[src/rtl/mem_stage_pkg.sv]
// Shared types and helpers for the MIPS32 memory-access stage.
// Holds the port FSM state encoding and the word-alignment check.
package mem_stage_pkg;

  typedef enum logic [1:0] {
    IDLE      = 2'd0,
    REQ       = 2'd1,
    WAIT_RESP = 2'd2
  } mem_state_t;

  localparam logic [1:0] WORD_ALIGN_MASK = 2'b11;

  function automatic logic is_word_aligned(input logic [1:0] addr_lsb);
    return (addr_lsb & WORD_ALIGN_MASK) == 2'b00;
  endfunction

endpackage

[src/rtl/dmem_port_fsm.sv]
// Data-memory port sequencer: presents a held request, waits for load data,
// and freezes the pipeline whenever an access is outstanding.
module dmem_port_fsm
  import mem_stage_pkg::*;
#(
  parameter int ADDR_W = 32,
  parameter int DATA_W = 32
) (
  input  logic              clk,
  input  logic              rst,
  input  logic              start_i,
  input  logic              we_i,
  input  logic [ADDR_W-3:0] word_addr_i,
  input  logic [DATA_W-1:0] wdata_i,
  input  logic              dmem_req_ready,
  input  logic              dmem_resp_valid,
  output logic              dmem_req_valid,
  output logic              dmem_req_we,
  output logic [ADDR_W-1:0] dmem_req_addr,
  output logic [DATA_W-1:0] dmem_req_wdata,
  output logic              resp_take_o,
  output logic              stall_m
);

  mem_state_t state_q, state_d;

  always_ff @(posedge clk) begin
    if (rst) begin
      state_q <= IDLE;
    end else begin
      state_q <= state_d;
    end
  end

  always_comb begin
    state_d = state_q;
    case (state_q)
      IDLE: begin
        if (start_i) state_d = REQ;
      end
      REQ: begin
        // Stores are posted: acceptance completes them.
        if (dmem_req_ready) state_d = we_i ? IDLE : WAIT_RESP;
      end
      WAIT_RESP: begin
        if (dmem_resp_valid) state_d = IDLE;
      end
      default: state_d = IDLE;
    endcase
  end

  assign stall_m        = (state_q != IDLE);
  assign dmem_req_valid = (state_q == REQ);
  assign resp_take_o    = (state_q == WAIT_RESP) && dmem_resp_valid;
  assign dmem_req_we    = we_i;
  assign dmem_req_addr  = {word_addr_i, 2'b00};
  assign dmem_req_wdata = wdata_i;

endmodule

[src/rtl/mem_access_stage.sv]
// MIPS32 memory stage: M pipeline register, word load/store sequencing via
// dmem_port_fsm, and gated writeback / forwarding outputs.
module mem_access_stage
  import mem_stage_pkg::*;
#(
  parameter int ADDR_W = 32,
  parameter int DATA_W = 32
) (
  input  logic              clk,
  input  logic              rst,
  input  logic [ADDR_W-1:0] alu_out_e,
  input  logic [DATA_W-1:0] write_data_e,
  input  logic [4:0]        write_reg_e,
  input  logic              reg_write_e,
  input  logic              mem_to_reg_e,
  input  logic              mem_write_e,
  input  logic              mem_access_e,
  output logic              dmem_req_valid,
  input  logic              dmem_req_ready,
  output logic              dmem_req_we,
  output logic [ADDR_W-1:0] dmem_req_addr,
  output logic [DATA_W-1:0] dmem_req_wdata,
  input  logic              dmem_resp_valid,
  input  logic [DATA_W-1:0] dmem_resp_rdata,
  output logic [ADDR_W-1:0] alu_out_m,
  output logic [DATA_W-1:0] read_data_m,
  output logic [4:0]        write_reg_m,
  output logic              reg_write_m,
  output logic              mem_to_reg_m,
  output logic [DATA_W-1:0] result_m,
  output logic              misalign_m,
  output logic              stall_m
);

  logic [ADDR_W-1:0] alu_out_q;
  logic [DATA_W-1:0] write_data_q;
  logic [DATA_W-1:0] read_data_q;
  logic [4:0]        write_reg_q;
  logic              reg_write_q;
  logic              mem_to_reg_q;
  logic              mem_write_q;
  logic              misalign_q;
  logic              resp_take;
  logic              start_access;
  logic              aligned_e;

  assign aligned_e    = is_word_aligned(alu_out_e[1:0]);
  assign start_access = mem_access_e && aligned_e;

  always_ff @(posedge clk) begin
    if (rst) begin
      alu_out_q    <= '0;
      write_data_q <= '0;
      read_data_q  <= '0;
      write_reg_q  <= '0;
      reg_write_q  <= 1'b0;
      mem_to_reg_q <= 1'b0;
      mem_write_q  <= 1'b0;
      misalign_q   <= 1'b0;
    end else begin
      // Upstream holds its outputs while stalled, so only latch when free.
      if (!stall_m) begin
        alu_out_q    <= alu_out_e;
        write_data_q <= write_data_e;
        write_reg_q  <= write_reg_e;
        reg_write_q  <= reg_write_e;
        mem_to_reg_q <= mem_to_reg_e;
        mem_write_q  <= mem_write_e;
        misalign_q   <= mem_access_e && !aligned_e;
      end
      if (resp_take) begin
        read_data_q <= dmem_resp_rdata;
      end
    end
  end

  dmem_port_fsm #(
    .ADDR_W (ADDR_W),
    .DATA_W (DATA_W)
  ) u_port_fsm (
    .clk             (clk),
    .rst             (rst),
    .start_i         (start_access),
    .we_i            (mem_write_q),
    .word_addr_i     (alu_out_q[ADDR_W-1:2]),
    .wdata_i         (write_data_q),
    .dmem_req_ready  (dmem_req_ready),
    .dmem_resp_valid (dmem_resp_valid),
    .dmem_req_valid  (dmem_req_valid),
    .dmem_req_we     (dmem_req_we),
    .dmem_req_addr   (dmem_req_addr),
    .dmem_req_wdata  (dmem_req_wdata),
    .resp_take_o     (resp_take),
    .stall_m         (stall_m)
  );

  assign alu_out_m    = alu_out_q;
  assign read_data_m  = read_data_q;
  assign write_reg_m  = write_reg_q;
  assign mem_to_reg_m = mem_to_reg_q;
  assign misalign_m   = misalign_q;
  // Writeback fires only in the single IDLE cycle that completes the instruction.
  assign reg_write_m  = reg_write_q && !stall_m && !misalign_q;
  assign result_m     = mem_to_reg_q ? read_data_q : DATA_W'(alu_out_q);

endmodule
[config.mk]
export PLATFORM = sky130hd
export DESIGN_NAME = mem_access_stage
export DESIGN_NICKNAME = d
export VERILOG_FILES = /design/src/rtl/mem_stage_pkg.sv /design/src/rtl/dmem_port_fsm.sv /design/src/rtl/mem_access_stage.sv
export SDC_FILE = /design/constraint.sdc
export NUM_CORES = 1
export LEC_CHECK = 0
export BUFFER_PORTS_ARGS = -buffer_cell sky130_fd_sc_hd__clkbuf_2
export CAP_MARGIN = 25
export CELL_PAD_IN_SITES_DETAIL_PLACEMENT = 2
export CELL_PAD_IN_SITES_GLOBAL_PLACEMENT = 2
export CORE_UTILIZATION = 25
export CTS_CLUSTER_SIZE = 28
export DETAILED_ROUTE_END_ITERATION = 16
export HOLD_SLACK_MARGIN = 0.06
export PLACE_DENSITY = 0.83
export SETUP_SLACK_MARGIN = 0.3
export SLEW_MARGIN = 20
export SYNTH_ARGS = -nofsm -noshare
export SYNTH_HDL_FRONTEND = slang
export SYNTH_SLANG_ARGS = --single-unit
[constraint.sdc]
create_clock -name clk -period 2.1 [get_ports clk]
set_input_delay 0.63 -clock clk [delete_from_list [all_inputs] [get_ports clk]]
set_output_delay 0.63 -clock clk [all_outputs]
set_load 0.02 [all_outputs]
# [After elaboration in Yosys (flattened, before gate mapping)]
# Cells that the tools add are included.
[word_totals] latchBits=0 word_cells=32 n_memories=0 mem_bits_ro=0 out_inout_bits=171 ramBits=0 register_bits=107 in_bits=109
[op_classes] n_shift=0 magnitude_cmp=0 mul=0 div_mod_pow=0 eq_ne=5 addsub=0 muxes=6 reduce_logical=12 bitwise_logic=0
[ops] cell="$mux 32" n=1
[ops] cell="$mux 2" n=4
[ops] cell="$pmux 2 s3" n=1
[ops] cell="$logic_and 1x1->1" n=5
[ops] cell="$logic_not 2->1" n=2
[ops] cell="$ne 2x2->1 const B" n=2
[ops] cell="$logic_not 1->1" n=3
[ops] cell="$reduce_and 3->1" n=1
[ops] cell="$eq 2x1->1 const B" n=1
[ops] cell="$eq 2x2->1 const B" n=1
[ops] cell="$ne 2x1->1 const B" n=1
[ops] cell="$reduce_bool 2->1" n=1

# [Logic depth before layout (Yosys ltp)]
[logic_depth] ltp_word=4 mapped_depth=5 depth_no_buf=2

# [Hierarchy]
# Synthesis repeated with hierarchy kept, for this count alone.
[unflattened] hier_cells=459 hier_area_um2=4804.6
[by_module_without_submodules] module="mem_access_stage" seq_area_each_um2=2102.0 cells_per_inst=380 area_per_inst_um2=4195.3 n_inst=1
[by_module_without_submodules] module="dmem_port_fsm" seq_area_each_um2=40.0 cells_per_inst=79 area_per_inst_um2=609.3 n_inst=1

# [Worst setup path after synthesis]
# OpenSTA, ideal clock, no wires.
[synth_timing] path_kind="register to output" start="reg u_port_fsm.state_q[1]" end="out reg_write_m" path_slack_ns=-0.055 stages_incl_launch_ff=5 path_buffers=2 required_ns=1.470 arrival_time_ns=1.525 cell_sequence="dfxtp_1 -> buf_6 -> buf_2 -> or2_1 -> nor3b_1"
[synth_between] elab_chain_len=4
[synth_lines] element="start, declared" line_no="dmem_port_fsm.sv:25" text="mem_state_t state_q, state_d;"
[synth_lines] element="start signal, assigned" line_no="dmem_port_fsm.sv:31" text="state_q <= state_d;"
[synth_lines] element="$reduce_bool 2->1" line_no="dmem_port_fsm.sv:52" text="assign stall_m = (state_q != IDLE);"
[synth_lines] element="via stall_m" line_no="mem_access_stage.sv:32" text="output logic stall_m"
[synth_lines] element="$logic_not 1->1" line_no="mem_access_stage.sv:103" text="assign reg_write_m = reg_write_q && !stall_m && !misalign_q;"
[synth_lines] element="$logic_and 1x1->1 (2 in series)" line_no="mem_access_stage.sv:103"
[synth_lines] element="end, declared" line_no="mem_access_stage.sv:28" text="output logic reg_write_m,"
# The timed path passes the listed nets, and every way through them passes these cells.

# [Worst setup path in the final report]
[layout_timing] start="reg mem_to_reg_q (netlist: mem_to_reg_m)" end="out result_m[5]"
[layout_between] elab_chain_len=1
[layout_lines] element="start, declared" line_no="mem_access_stage.sv:40" text="logic mem_to_reg_q;"
[layout_lines] element="start signal, assigned" line_no="mem_access_stage.sv:67" text="mem_to_reg_q <= mem_to_reg_e;"
[layout_lines] element="$mux 32" line_no="mem_access_stage.sv:104" text="assign result_m = mem_to_reg_q ? read_data_q : DATA_W'(alu_out_q);"
[layout_lines] element="end, declared" line_no="mem_access_stage.sv:30" text="output logic [DATA_W-1:0] result_m,"
# Every way passes these cells.

==> metrics <==
# DRC=0; H-tree depth=3; first-pass GRT wire length=29.5 mm; vias in the first global route=5112; clock tree buffer depth=2; CP endpoint kind=output port; GPL Wtd Cong=0.736; Die W=146 um; sequential share of the synthesized area=41.3%; number of flops mapped to enable cells by yosys=0; placed cell count=1025; share of cells above drive strength 1=45.3%; First DRT Iteration DRCs=107; fin. max-slew vios=0; Finished Layout Cells=1054; Achievable Freq=0.486 GHz; status=completed; Overall Power=4.89 mW; Worst path max stage delay=360 ps; area of the multi-input gates=2570 sq um; maximum fanout along the worst path=22; total grt overflow=0; Post-DRT Antenna Nets=0; Netlist cell types=24; Hold Violations, Final=0; Core Rows=52; CP max stage cell=dfxtp_2; clk_lat worst skew=350 ps; Syn. warnings=0; Layout Area Growth over Synthesis=37.7%; CTS tree=built; GRT Resource Usage Total=17.9%; die footprint=21300 sq um; min-delay worst type=reg -> reg; top-area cell type share of the netlist area=41.3%; FFs w/ async S/R, synth=0%; post-synth top area cell=dfxtp_1; aggregate routed wire length=19.0 mm; LEAKAGE=3.29 nW; DRT Pass-1 Iters=4; WL/cell=18.1 um; final setup fails=0; # port buffers=277; vias per inst=4.65; clk_skew=7.61 ps; cells after synthesis=553; NumNets Final=886; Tcrit/Tclk final=97.9%; worst endpoint required time=1470 ps; Layout fillers=2344; WP data arrival=1430 ps; DPL Wire Length=13.2 mm; die extent in y=146 um; initial antenna violation count=2; largest net degree at the start of global routing=92; I/O Pins=280; RSZ-0062 raised after global routing=yes; CP cell instances=buf_12, mux2_2, buf_4; initial cell density of the core=25.6%; Finished Cell Area=7150 sq um; setup_tns=0 ps; TritonCTS Sinks=107; Reg area=2150 sq um; flops & latches, synth=107; top cells by area, synth=dfxtp_1, or3b_1, nand2b_1; Netlist Area Pre-Place=5190 sq um; VDD IR-drop max=0.000329 V; max_cap viols=0; top-count cell post-synth=dfxtp_1; CP Class=reg -> out; mean area per synthesized cell=9.38 sq um; Critical Path Source Type=flip-flop; power per cell area=684 nW/um^2; clock transition at the registers of the reported paths=80 ps; via count=4897; clock period minus worst slack=2060 ps; top post-synthesis cells by count=dfxtp_1, a21oi_1, or3b_1; Top FF cell, synth=dfxtp_1; cts bufs inserted=9; Placeable Area=20300 sq um; Hold-fix buffers, CTS=0; Root Buffer=clkbuf_16; Post-DP Area=6580 sq um
-- worst max-delay path, delay by kind of cell (launching register included) --
family	cells	cell delay, ps
flops	1	360
buf+inv	2	340
mux	1	360
-- sequential cells by signal, indices dropped and copies added, names as in the netlist --
register	count
alu_out_m	32
misalign_m	1
write_reg_m	5
u_port_fsm.state_q	2
mem_to_reg_m	1
reg_write_q	1
read_data_m	32
mem_write_q	1
write_data_q	32
-- what timing repair did --
action / in CTS / in global routing
setup buffers: 3 / 5
cloned: 3 / 0
resized for setup: 4 / 50
setup endpoints to repair: 35 / 35
-- where the power goes --
part,internal [mW],total (mW),switching (mW)
clock,0.972,1.78,0.809
sequential,2.12,2.21,0.0810
combinational,0.397,0.900,0.503
-- logic make-up (layout without fill, tap and decap cells) --
logic type | Yosys count | count (layout) | synth area share [%]
buffers and inverters | 87 | 315 | 9.72
flip-flops | 107 | 107 | 41.3
AO/OA/AOI/OAI | 147 | 147 | 14.3
multiplexers | 64 | 64 | 13.1
AND/OR/NAND/NOR | 147 | 147 | 21.5
other | 1 | 4 | 0.0723
-- per-layer routing --
layer	vias up	GRT usage (%)	wire [um]
met5	-	0	0
met4	0	6.61	283
met3	20	4.75	1030
met2	147	31.7	9830
met1	2383	20.4	7880
li1	2347	-	-
-- area by class of cell --
type,count,share of cell area (%)
clock buffers,10,3.34
multi-input cells,360,35.9
diodes,2,0.0700
well taps,270,4.73
clock inverters,6,0.981
flip-flops and latches,107,30.1
repair buffers,299,24.8
-- through the flow --
step	worst slack [ps]	hold WS, ps	utilization, %
2_1_floorplan	293	454	-
3_3_place_gp	439	461	32.4
3_5_place_dp	412	473	32.4
4_1_cts	26.4	485	34.6
5_1_grt	-1.10	510	35.2
6_report	43.7	479	35.2
-- final timing paths --
kind | from | endpoint | slack, ps | depth (start not counted)
worst max register to register | u_port_fsm.state_q[0]$_SDFFE_PP0P_ | read_data_m[28]$_SDFFE_PP0P_ | 430 | 5
worst min-delay path | write_data_q[13]$_SDFFE_PP0N_ | write_data_q[13]$_SDFFE_PP0N_ | 480 | 2
worst max-delay path | mem_to_reg_m$_SDFFE_PP0N_ | result_m[5] | 40 | 3
worst min register to register | write_data_q[13]$_SDFFE_PP0N_ | write_data_q[13]$_SDFFE_PP0N_ | 480 | 2
-- layout by cell type, fill, tap and decap left out, types with 2 or more instances in the layout --
master,count
clkbuf_2,252
dfxtp_1,104
or3b_1,73
a21oi_1,73
o21ai_0,71
nand2b_1,65
buf_4,35
mux2_2,32
mux2i_1,32
clkbuf_16,9
buf_6,4
buf_12,4
inv_6,3
bufbuf_16,3
diode_2,2
or4b_1,2
conb_1,2
dfxtp_4,2
(Power assumes the default switching activity.)
